<file path="config.mk">
export PLATFORM = sky130hd
export DESIGN_NAME = uart_transmitter
export DESIGN_NICKNAME = d
export VERILOG_FILES = /design/src/rtl/awg_pkg.sv /design/src/rtl/sync_fifo.sv /design/src/rtl/uart_transmitter.sv
export SDC_FILE = /design/constraint.sdc
export NUM_CORES = 1
export LEC_CHECK = 0
export BUFFER_PORTS_ARGS = -buffer_cell sky130_fd_sc_hd__buf_2
export CAP_MARGIN = 20
export CORE_MARGIN = 2
export CORE_UTILIZATION = 45
export CTS_CLUSTER_SIZE = 30
export DETAILED_ROUTE_END_ITERATION = 7
export GPL_TIMING_DRIVEN = 0
export PLACE_DENSITY = 0.61
export SLEW_MARGIN = 10
export SYNTH_ARGS = -nofsm -noshare
export SYNTH_HDL_FRONTEND = slang
export SYNTH_SLANG_ARGS = --single-unit
</file>
<file path="constraint.sdc">
create_clock -name clk -period 4.2 [get_ports clk]
set_clock_uncertainty 0.1 [all_clocks]
set_input_delay 1.05 -clock clk [delete_from_list [all_inputs] [get_ports clk]]
set_output_delay 1.05 -clock clk [all_outputs]
set_load 0.03 [all_outputs]
</file>
<file path="src/rtl/awg_pkg.sv">
`default_nettype none
// ------------------------------------------------------------------
// awg_pkg: types and constants shared by the AWG serial blocks. Rev 1.0
// ------------------------------------------------------------------
package awg_pkg;

   localparam int UART_DATA_BITS            = 8;
   localparam int UART_DEFAULT_CLKS_PER_BIT = 868;

   typedef enum logic [1:0] {
      IDLE  = 2'd0,
      START = 2'd1,
      DATA  = 2'd2,
      STOP  = 2'd3
   } uart_tx_state_t;

endpackage
`default_nettype wire

</file>
<file path="src/rtl/sync_fifo.sv">
`default_nettype none
// ------------------------------------------------------------------
// sync_fifo: single-clock show-ahead FIFO with wrap-bit pointers. Rev 1.0
// ------------------------------------------------------------------
module sync_fifo #(
   parameter int WIDTH = 8,
   parameter int DEPTH = 8
) (
   input  logic                     clk,
   input  logic                     rst,
   input  logic                     push,
   input  logic                     pop,
   input  logic [WIDTH-1:0]         din,
   output logic [WIDTH-1:0]         dout,
   output logic                     full,
   output logic                     empty,
   output logic [$clog2(DEPTH):0]   level
);

   localparam int AW = $clog2(DEPTH);

   logic [WIDTH-1:0] mem_q [DEPTH];
   logic [AW:0]      wr_ptr_q, wr_ptr_d;
   logic [AW:0]      rd_ptr_q, rd_ptr_d;
   logic             push_ok;
   logic             pop_ok;

   assign push_ok = push && !full;
   assign pop_ok  = pop && !empty;

   always_comb begin
      wr_ptr_d = wr_ptr_q;
      rd_ptr_d = rd_ptr_q;
      if (push_ok) begin
         wr_ptr_d = wr_ptr_q + 1'b1;
      end
      if (pop_ok) begin
         rd_ptr_d = rd_ptr_q + 1'b1;
      end
   end

   always_ff @(posedge clk or negedge rst) begin
      if (!rst) begin
         wr_ptr_q <= '0;
         rd_ptr_q <= '0;
      end else begin
         wr_ptr_q <= wr_ptr_d;
         rd_ptr_q <= rd_ptr_d;
      end
   end

   // Storage needs no reset: the pointers alone decide what is valid.
   always_ff @(posedge clk) begin
      if (push_ok) begin
         mem_q[wr_ptr_q[AW-1:0]] <= din;
      end
   end

   assign empty = (wr_ptr_q == rd_ptr_q);
   assign full  = (wr_ptr_q[AW] != rd_ptr_q[AW]) &&
                  (wr_ptr_q[AW-1:0] == rd_ptr_q[AW-1:0]);
   assign level = wr_ptr_q - rd_ptr_q;
   assign dout  = mem_q[rd_ptr_q[AW-1:0]];

endmodule
`default_nettype wire

</file>
<file path="src/rtl/uart_transmitter.sv">
`default_nettype none
// ------------------------------------------------------------------
// uart_transmitter: 8N1 serial transmitter fed by a byte FIFO. Rev 1.0
// ------------------------------------------------------------------
module uart_transmitter
   import awg_pkg::*;
#(
   parameter int CLKS_PER_BIT = UART_DEFAULT_CLKS_PER_BIT,
   parameter int FIFO_DEPTH   = 8
) (
   input  logic                          clk,
   input  logic                          rst,
   input  logic [UART_DATA_BITS-1:0]     tx_data,
   input  logic                          tx_valid,
   output logic                          tx_ready,
   output logic                          uart_tx,
   output logic                          busy,
   output logic [$clog2(FIFO_DEPTH):0]   fifo_level
);

   localparam int                CNT_W     = $clog2(CLKS_PER_BIT);
   localparam logic [CNT_W-1:0]  BAUD_LAST = CNT_W'(CLKS_PER_BIT - 1);
   localparam logic [2:0]        BIT_LAST  = 3'(UART_DATA_BITS - 1);

   uart_tx_state_t              state_q, state_d;
   logic [CNT_W-1:0]            baud_q, baud_d;
   logic [2:0]                  bit_q, bit_d;
   logic [UART_DATA_BITS-1:0]   shift_q, shift_d;
   logic                        tx_q, tx_d;

   logic                        fifo_push;
   logic                        fifo_pop;
   logic                        fifo_full;
   logic                        fifo_empty;
   logic [UART_DATA_BITS-1:0]   fifo_dout;
   logic                        baud_done;

   assign fifo_push = tx_valid && !fifo_full;
   assign baud_done = (baud_q == BAUD_LAST);

   sync_fifo #(
      .WIDTH (UART_DATA_BITS),
      .DEPTH (FIFO_DEPTH)
   ) u_fifo (
      .clk   (clk),
      .rst   (rst),
      .push  (fifo_push),
      .pop   (fifo_pop),
      .din   (tx_data),
      .dout  (fifo_dout),
      .full  (fifo_full),
      .empty (fifo_empty),
      .level (fifo_level)
   );

   always_ff @(posedge clk or negedge rst) begin
      if (!rst) begin
         state_q <= IDLE;
      end else begin
         state_q <= state_d;
      end
   end

   always_comb begin
      state_d = state_q;
      case (state_q)
         IDLE:    if (!fifo_empty) state_d = START;
         START:   if (baud_done) state_d = DATA;
         DATA:    if (baud_done && (bit_q == BIT_LAST)) state_d = STOP;
         STOP:    if (baud_done) state_d = fifo_empty ? IDLE : START;
         default: state_d = IDLE;
      endcase
   end

   always_comb begin
      fifo_pop = 1'b0;
      baud_d   = baud_q;
      bit_d    = bit_q;
      shift_d  = shift_q;
      case (state_q)
         IDLE: begin
            baud_d = '0;
            bit_d  = '0;
            if (!fifo_empty) begin
               fifo_pop = 1'b1;
               shift_d  = fifo_dout;
            end
         end
         START: begin
            baud_d = baud_done ? '0 : baud_q + 1'b1;
         end
         DATA: begin
            if (baud_done) begin
               baud_d  = '0;
               bit_d   = bit_q + 3'd1;
               shift_d = {1'b0, shift_q[UART_DATA_BITS-1:1]};
            end else begin
               baud_d = baud_q + 1'b1;
            end
         end
         STOP: begin
            if (baud_done) begin
               baud_d = '0;
               bit_d  = '0;
               // Reload straight from the FIFO so the next start bit follows with no idle gap.
               if (!fifo_empty) begin
                  fifo_pop = 1'b1;
                  shift_d  = fifo_dout;
               end
            end else begin
               baud_d = baud_q + 1'b1;
            end
         end
         default: begin
            baud_d = '0;
            bit_d  = '0;
         end
      endcase

      // Line level is registered from the next state so it changes on the edge that enters it.
      case (state_d)
         START:   tx_d = 1'b0;
         DATA:    tx_d = shift_d[0];
         default: tx_d = 1'b1;
      endcase
   end

   always_ff @(posedge clk or negedge rst) begin
      if (!rst) begin
         baud_q  <= '0;
         bit_q   <= '0;
         shift_q <= '0;
         tx_q    <= 1'b1;
      end else begin
         baud_q  <= baud_d;
         bit_q   <= bit_d;
         shift_q <= shift_d;
         tx_q    <= tx_d;
      end
   end

   assign uart_tx  = tx_q;
   assign tx_ready = !fifo_full;
   assign busy     = (state_q != IDLE) || !fifo_empty;

endmodule
`default_nettype wire

</file>
Word level (Yosys, flattened, before mapping):

Memories as Yosys holds them, arrays and structs flattened.
Cells that the tools add are included.

* memories: 1
* output and inout port bits: 7
* logic and storage cells: 60
* input bits: 11
* register bits: 32
* bits in latches: 0
* memory bits (read-only): 0
* RAM bits: 64

Memories
* u_fifo.mem_q: depth 8, width 8, rd ports 1, clocked after Yosys merged registers in 0, write ports 1, line sync_fifo.sv:22 `logic [WIDTH-1:0] mem_q [DEPTH];`

* order comparisons: 0
* divide/modulo/power cells: 0
* bitwise logic cells: 0
* equal/unequal tests: 12
* reductions and logical operators: 13
* shift-type cells: 0
* add/sub/neg operators: 5
* multiplexer cells: 21
* multiply operators: 0

Operators with widths (number)
* 2-to-1 mux 8 bit: 3
* case mux 8 bit (3 select lines): 1
* case mux 10 bit (2 select lines): 1
* adder 10 x 1 -> 10 bit (second input constant): 1
* equality test 10 bit (second input constant): 1
* 2-to-1 mux 10 bit: 1
* case mux 3 bit (3 select lines): 1
* adder 4 x 1 -> 4 bit (second input constant): 2
* 2-to-1 mux 2 bit: 4
* case mux 2 bit (4 select lines): 1
* equality test 2 bit (second input constant): 3
* 2-to-1 mux 3 bit: 2
* logical AND 1 bit: 5
* 2-to-1 mux 1 bit: 5
* equality test 2 x 1 -> 1 bit (second input constant): 2
* equality test 4 bit: 1
* inequality test 2 bit (second input constant): 2
* case mux 1 bit (2 select lines): 2
* subtractor 4 bit: 1
* adder 3 x 1 -> 3 bit (second input constant): 1
* equality test 3 bit: 1
* equality test 3 bit (second input constant): 1
* AND reduction 3 bit: 1
* nonzero test 3 bit: 1
* other kinds (6): 7

Logic depth before layout (Yosys ltp):

Gate-level depths: netlist (run 1).

* word-level depth: 7
* gate-level depth with buffers: 10
* depth with buffers taken out: 7

By module:

From an unflattened synthesis (run 1), not the netlist that was laid out.

* cell total of the unflattened synthesis: 308
* area, all modules: 4415.5 um2

By module, submodules not included
* sync_fifo: sequential area each 2122.0 um2, area an instance 2992.9 um2, cells an instance 167, instances 1
* uart_transmitter: sequential area each 601.8 um2, area an instance 1422.6 um2, cells an instance 141, instances 1

Worst setup path before layout (run 1):

Ideal clock, no wire load.

* path type: reg-to-reg
* from: register u_fifo.rd_ptr_q[1]
* to: memory u_fifo.mem_q[0][0] (enable)
* clock period less this slack: 3.288 ns
* slack: 0.912 ns
* data required time: 3.717 ns
* path buffers: 3
* stages on the path, launching flop included: 11
* arrival time: 2.805 ns
* setup time: 0.383 ns
* cell sequence: dfrtp_1 > clkbuf_1 > buf_4 > inv_1 > ha_1 > and3_1 > nand2_1 > and2_1 > clkbuf_1 > nand2_1 > nor3_1

* cells in the longest elaborated chain, start to end: 7

RTL lines
* start, declared: line sync_fifo.sv:24 `logic [AW:0] rd_ptr_q, rd_ptr_d;`
* start signal, assigned: line sync_fifo.sv:48 `rd_ptr_q <= rd_ptr_d;`
* equality test 3 bit *: line sync_fifo.sv:61 `(wr_ptr_q[AW-1:0] == rd_ptr_q[AW-1:0]);`
* logical AND 1 bit *: line sync_fifo.sv:60 `assign full = (wr_ptr_q[AW] != rd_ptr_q[AW]) &&`
* logical NOT 1 bit *
* named net tx_ready: line uart_transmitter.sv:15 `output logic tx_ready,`
* logical AND 1 bit: line uart_transmitter.sv:38 `assign fifo_push = tx_valid && !fifo_full;`
* logical AND 1 bit *: line sync_fifo.sv:28 `assign push_ok = push && !full;`
* 2-to-1 mux 1 bit *: line sync_fifo.sv:54 `if (push_ok) begin`
* 2-to-1 mux 1 bit (not written as such) *: line sync_fifo.sv:55 `mem_q[wr_ptr_q[AW-1:0]] <= din;`
* end, declared: line sync_fifo.sv:22

The timed path passes the listed nets; every way through them passes the cells marked *.

Worst setup path in the final report (run 1):

* from: register u_fifo.rd_ptr_q[1]
* to: output fifo_level[3]

* cells in the longest elaborated chain, start to end: 1

RTL lines
* subtractor 4 bit: line sync_fifo.sv:62 `assign level = wr_ptr_q - rd_ptr_q;`
* end, declared: line uart_transmitter.sv:18 `output logic [$clog2(FIFO_DEPTH):0] fifo_level`

No other way between the ends.

==> results.md, run 1 <==
- Outcome: completed
- Hold Crit Class: register to register
- Rows: 36
- WHS Path Cells: 1
- Highest-delay cell along the critical path: dfrtp_1
- Post-Synth Simple-Gate Area: between 10% and 20%
- Hpwl dp: between 5000 and 6000 um
- #FFs+latches synth: between 90 and 100
- CTS tree: yes
- Largest net degree at the start of global routing: 33
- DR DRC count: 0
- Detail Route Antenna Nets: 0
- Yosys top cell by area: edfxtp_1
- CP endpoint kind: output port
- Area grow syn2layout: 11.29%
- Nets: 364
- Avg Cell Area, Syn: 14.13 um2
- Starting density of the core: between 40% and 50%
- Power Dens Cells: 475.5 mW/mm2
- Min Tclk post-route: 3850 ps
- Critical Path RT: 3050 ps
- Wire per inst: 16.67 um
- Rel. slew slack: 42.01%
- Peak VDD IR: 267.2 uV
- Number of diodes: 0
- H-tree lvl count: 3
- Critical-path cell list: clkbuf_1 -> buf_4 -> inv_1 -> ha_1 -> a21o_1 -> a21oi_1 -> xnor2_1 -> buf_2
- Yosys cell types: 47
- Post-Route Utilization: 50.80%
- Chip width: 102.7 um
- Post-CTS resize count: 0
- Setup CP Type: register to output port
- Area of the multi-input gates: 0.001529 mm2
- Clock Sinks: 96
- IO Port Bufs: 17
- Worst Max-Slew Pin Slew: 866.6 ps
- Post-CTS setup buffers: 0
- Total track usage: 16.77%
- Vias: 2,509
- Clk_lat worst skew: 370 ps
- Fill cells: 812
- Top cell type's share of synthesized area: 43.89%
- Post-Synthesis Net Count: 335
- Hold Buf Count CTS: 0
- Number of global-route vias before repair: 2,473
- Xor/xnor share of the synthesized area: 3.600%
- EDFF count, synth: between 60 and 70
- Pre-CTS setup slack: ~500 ps
- Grt total ovfl: 0
- Setup_tns: 0 ps
- Total CTS buffers: 9
- Cells taking the most area after synthesis: edfxtp_1, dfrtp_1, mux4_2
- Mux contribution to synthesized area: 8.943%
- PnR worst setup slack: approximately 350 ps
- Main combinational cell family by area after synthesis: simple AND/OR/NAND/NOR gates
- Synth Instances: 310
- Sequential area share after synthesis: between 60 and 70%
- FFs w/ async S/R, synth: 33.33%
- # setup viols final: 0
- Max Clk Rate: 0.2598 GHz
- CP Max Fanout: 10
- RSZ-0062 raised after global routing: no
- WL final: 7950 um
- Critical Path Max Stage Delay: approximately 430 ps
- DR iter-0 viols: 123
- Worst EP arrival: 2700 ps
- DR vias/cell: around 5.3
- Length in cells of the worst reg-to-reg path: 10
- Critical Path Source Type: register
- Synth Area in Adders: 4.171%
- Root buf cell: clkbuf_8
- Initial antenna violation count: 0
- Final Hold Viols: 0
- Most frequent cells in the layout: edfxtp_1, nand2_1, dfrtp_1
- Main synth FF type: edfxtp_1
- Post-Syn Area: between 0.004 and 0.005 mm2
- CORE AREA: ~0.0096 mm2
- Final period util: 91.66%
- Drt first pass iters: 4
- Hold_ws: 393.2 ps
- Global-route wire length before repair: roughly 13,000 um
- Total of max-cap violations: 0
- P_leak: 1.829 nW
- Die Ht: 102.7 um
- Share of post-route cells with drive strength above 1: a little over a fifth
- Max-slew violations: 0
- I/O pin cnt: 18
- Commonest non-fill, non-tap cell in the layout: edfxtp_1
- FF+latch area: around 0.0027 mm2
- Compound-cell area share of the yosys netlist: 6.086%
- GPL Wtd Cong: 0.7546
- Total power draw: 2.317 mW
- Clock Path Buffers: 2
- Die area: 0.01054 mm2
- Syn. warnings: 0
- Reg clk slew, reported paths: 100 ps
worst max-delay path, delay by kind of cell, from the launching register on:
| family | cells | cell delay (ps) |
|---|---|---|
| xor gates and xnor gates | 1 | 160 |
| AOI/OAI and AO/OA | 2 | 390 |
| adders and majority gates | 1 | 330 |
| buffers and inverters | 4 | 1020 |
| DFF | 1 | 430 |
cells in the mapped netlist (4+ instances only):
cell type  instances
buf_2              4
nor2_1            28
inv_1             10
a21oi_1            4
xnor2_1           12
o21ai_0            5
o31ai_1            7
ha_1              13
a22o_1             6
clkbuf_1           5
mux4_2            16
edfxtp_1          64
and3_1             8
nor3_1             6
nand2_1           32
dfrtp_1           31
xor2_1             6
nand3_1           12
path summary, 6_finish.rpt:
| check | from | endpoint | slack, ps |
|---|---|---|---|
| setup / recovery | u_fifo.rd_ptr_q[1] | fifo_level[3] | 350 |
| hold / removal | baud_q[0] | baud_q[0] | 390 |
| setup reg to reg | u_fifo.rd_ptr_q[1] | u_fifo.mem_q[4][0] | 560 |
| hold reg to reg | baud_q[0] | baud_q[0] | 390 |
| max in group asynchronous | rst | bit_q[2] | 2910 |
| min in group asynchronous | rst | baud_q[5] | 620 |
state kept, by name (all words and copies together), names as in the netlist:
name / flops
baud_q: 10
u_fifo.rd_ptr_q: 4
state_q: 2
uart_tx: 1
bit_q: 3
u_fifo.mem_q: 64
u_fifo.wr_ptr_q: 4
shift_q: 8
cell type report:
class | instances | area share (%)
flip-flops and latches | 96 | 55.89
multi-input cells | 188 | 31.37
well taps | 133 | 3.415
clock buffers | 9 | 2.542
clock inverters | 7 | 2.080
plain buffers | 15 | 1.951
repair buffers | 18 | 1.900
inverters | 11 | 0.8472
logic make-up (layout without fill, tap and decap cells):
| logic type | count (synthesis) | in the layout |
|---|---|---|
| mux | 19 | 19 |
| xor+xnor | 18 | 18 |
| fa+ha+maj | 14 | 14 |
| compound gates | 32 | 32 |
| buf+inv | 26 | 60 |
| flops | 96 | 96 |
| simple gates | 105 | 105 |
report_power, final:
| part | internal (mW) | switching (mW) | total [mW] |
|---|---|---|---|
| clock network | 0.343 | 0.337 | 0.680 |
| logic | 0.156 | 0.315 | 0.471 |
| registers | 1.13 | 0.0409 | 1.17 |
| total | 1.62 | 0.693 | 2.32 |
per-stage QoR:
| stage | area [um2] | instances |
|---|---|---|
| after global placement | 4631 | 460 |
| after CTS | 4873 | 477 |
| after global routing | 4873 | 477 |
| after floorplan | 4379 | 310 |
| after detailed placement | 4648 | 461 |
| final | 4873 | 477 |
routing by layer:
layer  track usage, %  wire, um  up-vias
met5                0         0        -
met4            6.769       105        0
met3            2.847       179        9
met2            27.00      3807       23
met1            22.83      3858     1262
li1                 -         -     1215
(Power assumes the default switching activity.)
==> run 2, diff against run 1 <==
MAX_ROUTING_LAYER = met4   (was unset)
==> results.md, run 2 (same netlist as run 1, synthesis figures left out) <==
- Outcome: completed (unchanged)
- Post-CTS resize count: 0 (unchanged)
- Total CTS buffers: 9 (unchanged)
- IO Port Bufs: 17 (unchanged)
- Min Tclk post-route: 3847 ps (was 3850 ps)
- Chip width: 102.7 um (unchanged)
- Reg power frac: 50.4% (was 50.3%)
- Largest net degree at the start of global routing: 33 (unchanged)
- Max FFs per register: 64 (unchanged)
- Clock Path Buffers: 2 (unchanged)
- Die Ht: 102.7 um (unchanged)
- Commonest non-fill, non-tap cell in the layout: edfxtp_1 (unchanged)
- Setup CP Type: register to output port (unchanged)
- Vias: 2,509 (unchanged)
- Total power draw: 2.316 mW (was 2.317 mW)
- Switching share of power: 29.89% (was 29.92%)
- CORE AREA: 0.009594 mm2 (unchanged)
- Area of the multi-input gates: 0.001529 mm2 (unchanged)
- Worst Max-Slew Pin Slew: 867.6 ps (was 866.6 ps)
- Critical Path RT: 3050 ps (about the same)
- Internal power: 1.624 mW (about the same)
- Total track usage: 17.30% (was 16.77%)
- Hold Crit Class: register to register (unchanged)
- Most frequent cells in the layout: edfxtp_1, nand2_1, dfrtp_1 (unchanged)
- CTS tree: yes (unchanged)
- Hold_ws: 392.8 ps (was 393.2 ps)
- Logic gate share of total power: 20.3% (about the same)
- DR vias/cell: 5.260 (unchanged)
- Rel. slew slack: 41.95% (was 42.01%)
- Critical Path Source Type: register (unchanged)
- Area grow syn2layout: 11.29% (unchanged)
- Clk_lat worst skew: 370 ps (about the same)
- Starting density of the core: 45.64% (unchanged)
- Max Clk Rate: 0.2600 GHz (was 0.2598 GHz)
- Max-slew violations: 0 (unchanged)
- Final Hold Viols: 0 (unchanged)
- Final Non-Filler Cells: 477 (unchanged)
- I/O pin cnt: 18 (unchanged)
- Hold Buf Count CTS: 0 (unchanged)
- Global-route wire length before repair: 12,910 um (was 12,900 um)
- Number of global-route vias before repair: 2,480 (was 2,473)
- # setup viols final: 0 (unchanged)
- DR iter-0 viols: 136 (was 123)
- Sw Pwr: 0.6923 mW (was 0.6932 mW)
- Grt total ovfl: 0 (unchanged)
- CP endpoint kind: output port (unchanged)
- FF+latch area: 0.002724 mm2 (unchanged)
- GPL Wtd Cong: 0.7644 (was 0.7546)
- Clock Sinks: 96 (unchanged)
- Clock network fraction of design power: 29.4% (was 29.3%)
- Initial antenna violation count: 0 (unchanged)
- H-tree lvl count: 3 (unchanged)
- WL final: 7932 um (was 7950 um)
- Share of post-route cells with drive strength above 1: 21.22% (unchanged)
- Nets: 364 (unchanged)
- Total of max-cap violations: 0 (unchanged)
- DR DRC count: 0 (unchanged)
- Drt first pass iters: 4 (unchanged)
- Reg clk slew, reported paths: 100 ps (about the same)
- Hold path start: baud_q[0] (unchanged)
- Die area: 0.01054 mm2 (unchanged)
- Root buf cell: clkbuf_8 (unchanged)
- Fill cells: 812 (unchanged)
- Detail Route Antenna Nets: 0 (unchanged)
- Worst EP arrival: 2700 ps (about the same)
- Rows: 36 (unchanged)
- Final period util: 91.59% (was 91.66%)
- Power Dens Cells: 475.3 mW/mm2 (was 475.5 mW/mm2)
- Worst setup startpoint: u_fifo.rd_ptr_q[1] (unchanged)
- CP Max Fanout: 10 (unchanged)
- Number of diodes: 0 (unchanged)
- Hpwl dp: 5448 um (unchanged)
- RSZ-0062 raised after global routing: no (unchanged)
- Wire per inst: 16.63 um (was 16.67 um)
- Peak VDD IR: 267.5 uV (was 267.2 uV)
- P_leak: 1.829 nW (unchanged)
- Dpl cells: 461 (unchanged)
- Post-CTS setup buffers: 0 (unchanged)
- Reg-to-reg startpoint: u_fifo.rd_ptr_q[1] (unchanged)
==> run 2: cell counts in the layout (fill, tap and decap cells not counted) <==
No cell type changed its count.
==> run 2: through the flow <==
stage	cell area (um2)	util (%)	setup WS [ps]	TNS [ps]
floorplan	4379	-	912.1	0
global placement	4631	48.27	-11.93	-90.96
detailed placement	4648	48.45	502.2	0
CTS	4873	50.80	296.1	0
global route	4873	50.80	193.6	0
finish	4873	50.80	353.3	0
==> run 2: power groups by stage <==
| stage | clock network, mW | registers, mW | logic [mW] |
|---|---|---|---|
| finish | 0.680 | 1.17 | 0.470 |
| global route | 0.733 | 1.18 | 0.516 |
| CTS | 0.694 | 1.17 | 0.477 |
| detailed placement | 0 | 1.19 | 0.475 |
| global placement | 0 | 1.18 | 0.466 |
| floorplan | 0 | 1.17 | 0.334 |
==> run 2: worst paths after layout <==
path,to,slack [ps],cells past startpoint
min in group asynchronous,baud_q[5],630,1
min reg2reg,baud_q[0],390,1
max,fifo_level[3],350,8
max in group asynchronous,bit_q[2],2900,1
max reg2reg,u_fifo.mem_q[4][0],560,10
min,baud_q[0],390,1
==> run 2: critical path: stages, from the launching register on <==
cell and delay [ps]:
dfrtp_1 430, clkbuf_1 400, buf_4 280, inv_1 110, ha_1 330, a21o_1 190, a21oi_1 200, xnor2_1 160
buf_2 230
==> run 2: layout make-up <==
type	count	area share (%)
Buffer	15	1.951
Clock buffer	9	2.542
Clock inverter	7	2.080
Inverter	11	0.8472
Multi-Input combinational cell	188	31.37
Sequential cell	96	55.89
Tap cell	133	3.415
Timing Repair Buffer	18	1.900
==> run 2: routing by layer <==
layer	vias up	wire, um	global-route usage (%)
met5	-	0	-
met4	0	64	6.769
met3	9	252	2.847
met2	34	3901	27.10
met1	1252	3713	22.74
li1	1214	-	-
==> run 3, diff against run 2 <==
PLACE_DENSITY = 0.62   (was 0.61)
==> results.md, run 3 (same netlist as run 1, synthesis figures left out) <==
- Initial antenna violation count: 0 (unchanged)
- PnR worst setup slack: 387.3 ps (was 353.3 ps)
- Max Clk Rate: 0.2623 GHz (was 0.2600 GHz)
- Share of post-route cells with drive strength above 1: 21.28% (was 21.22%)
- Min Tclk post-route: 3813 ps (was 3847 ps)
- Area grow syn2layout: 11.11% (was 11.29%)
- Die area: 0.01054 mm2 (unchanged)
- Fill cells: 833 (was 812)
- Max-slew violations: 0 (unchanged)
- Total CTS buffers: 9 (unchanged)
- Rel. slew slack: 40.01% (was 41.95%)
- Global-route wire length before repair: 12,600 um (was 12,910 um)
- Max FFs per register: 64 (unchanged)
- Dpl cells: 460 (was 461)
- Hold Buf Count CTS: 0 (unchanged)
- RSZ-0062 raised after global routing: no (unchanged)
- Chip width: 102.7 um (unchanged)
- Final instance area: 0.004866 mm2 (was 0.004873 mm2)
- # setup viols final: 0 (unchanged)
- Critical Path Max Stage Delay: 440 ps (was 430 ps)
- Number of global-route vias before repair: 2,448 (was 2,480)
- Clock Path Buffers: 2 (unchanged)
- DR vias/cell: 5.296 (was 5.260)
- Placed cell areas: 0.004641 mm2 (was 0.004648 mm2)
- Reg clk slew, reported paths: 90 ps (was 100 ps)
- DR iter-0 viols: 108 (was 136)
- Die Ht: 102.7 um (unchanged)
- CP endpoint kind: output port (unchanged)
- Final Non-Filler Cells: 476 (was 477)
- Pre-CTS setup slack: 492.3 ps (was 502.2 ps)
- Most frequent cells in the layout: edfxtp_1, nand2_1, dfrtp_1 (unchanged)
- Commonest non-fill, non-tap cell in the layout: edfxtp_1 (unchanged)
- Peak VDD IR: 225.2 uV (was 267.5 uV)
- Clk_lat worst skew: 350 ps (was 370 ps)
- Critical Path Source Type: register (unchanged)
- CP Max Fanout: 10 (unchanged)
- Total track usage: 16.53% (was 17.30%)
- CTS tree: yes (unchanged)
- Grt total ovfl: 0 (unchanged)
- Final Hold Viols: 0 (unchanged)
- Detail Route Antenna Nets: 0 (unchanged)
- Hold Crit Class: register to register (unchanged)
- Post-CTS resize count: 0 (unchanged)
- FF+latch area: 0.002724 mm2 (unchanged)
- GPL Wtd Cong: 0.7582 (was 0.7644)
- Worst Max-Slew Pin Slew: 896.5 ps (was 867.6 ps)
- I/O pin cnt: 18 (unchanged)
- Area of the multi-input gates: 0.001529 mm2 (unchanged)
- Critical Path RT: 3050 ps (about the same)
- Setup_tns: 0 ps (unchanged)
- H-tree lvl count: 3 (unchanged)
- Vias: 2,521 (was 2,509)
- CORE AREA: 0.009594 mm2 (unchanged)
- Highest-delay cell along the critical path: dfrtp_1 (unchanged)
- Root buf cell: clkbuf_8 (unchanged)
- Critical-path cell list: clkbuf_1 -> buf_4 -> inv_1 -> ha_1 -> a21o_1 -> a21oi_1 -> xnor2_1 -> buf_2 (unchanged)
- P_leak: 1.822 nW (was 1.829 nW)
- Total of max-cap violations: 0 (unchanged)
- Clock Sinks: 96 (unchanged)
- Rows: 36 (unchanged)
- WL final: 7881 um (was 7932 um)
- Reg2reg setup slack: 550 ps (was 560 ps)
- Largest net degree at the start of global routing: 33 (unchanged)
- Wire per inst: 16.56 um (was 16.63 um)
- DR DRC count: 0 (unchanged)
- Setup CP Type: register to output port (unchanged)
- Nets: 363 (was 364)
- Worst EP arrival: 2660 ps (was 2700 ps)
- IO Port Bufs: 17 (unchanged)
- Starting density of the core: 45.64% (unchanged)
- Hpwl dp: 5403 um (was 5448 um)
- Number of diodes: 0 (unchanged)
- Final period util: 90.78% (was 91.59%)
- Post-CTS setup buffers: 0 (unchanged)
- Outcome: completed (unchanged)
- Power Dens Cells: 472.6 mW/mm2 (was 475.3 mW/mm2)
- Drt first pass iters: 4 (unchanged)
-- run 3: changes by cell type in the layout (fill, tap and decap cells not counted) --
cell / before / now
buf_4: 4 / 3
clkinv_1: 2 / 1
clkinv_2: 0 / 1
clkinv_4: 1 / 0
clkinvlp_4: 0 / 1
-- run 3: worst paths after layout --
check,start,endpoint,depth (start not counted)
max in group asynchronous,rst,shift_q[1],1
max reg2reg,u_fifo.rd_ptr_q[1],u_fifo.mem_q[2][2],10
min reg2reg,bit_q[2],bit_q[2],2
min in group asynchronous,rst,baud_q[5],1
max,u_fifo.rd_ptr_q[1],fifo_level[3],8
min,bit_q[2],bit_q[2],2
-- run 3: per-layer routing --
metal | routed length (um) | GRT usage, % | vias to the layer above
li1 | - | - | 1206
met1 | 3719 | 22.19 | 1252
met2 | 3721 | 25.29 | 51
met3 | 306 | 3.119 | 12
met4 | 134 | 6.051 | 0
met5 | 0 | - | -
-- run 3: metrics by stage --
| step | total power [mW] | hold slack [ps] | util [%] |
|---|---|---|---|
| 2_1_floorplan | 1.508 | 350.1 | - |
| 3_3_place_gp | 1.646 | 366.8 | 48.27 |
| 4_1_cts | 2.329 | 397.4 | 50.72 |
| 5_1_grt | 2.411 | 424.1 | 50.72 |
| 6_report | 2.300 | 392.6 | 50.72 |
| 3_5_place_dp | 1.662 | 376.5 | 48.37 |
-- run 3: cell type report --
cell class / instances / area share (%)
Tap cell: 133 / 3.420
Multi-Input combinational cell: 188 / 31.42
Buffer: 15 / 1.954
Timing Repair Buffer: 17 / 1.749
Clock inverter: 7 / 2.083
Sequential cell: 96 / 55.98
Inverter: 11 / 0.8485
Clock buffer: 9 / 2.546
-- run 3: worst max-delay path: cells and delay by family (launching register included) --
kind | cells | cell delay (ps)
AOI/OAI and AO/OA | 2 | 370
buffers and inverters | 4 | 1020
xor gates and xnor gates | 1 | 150
adders and majority gates | 1 | 330
DFF | 1 | 440
-- run 3: power by group --
group          internal, mW  total, mW  switching [mW]  leakage (nW)
Sequential             1.13       1.17          0.0398         0.977
Combinational         0.153      0.466           0.313         0.732
Clock                 0.343      0.668           0.325         0.112
Total                  1.62       2.30           0.678          1.82
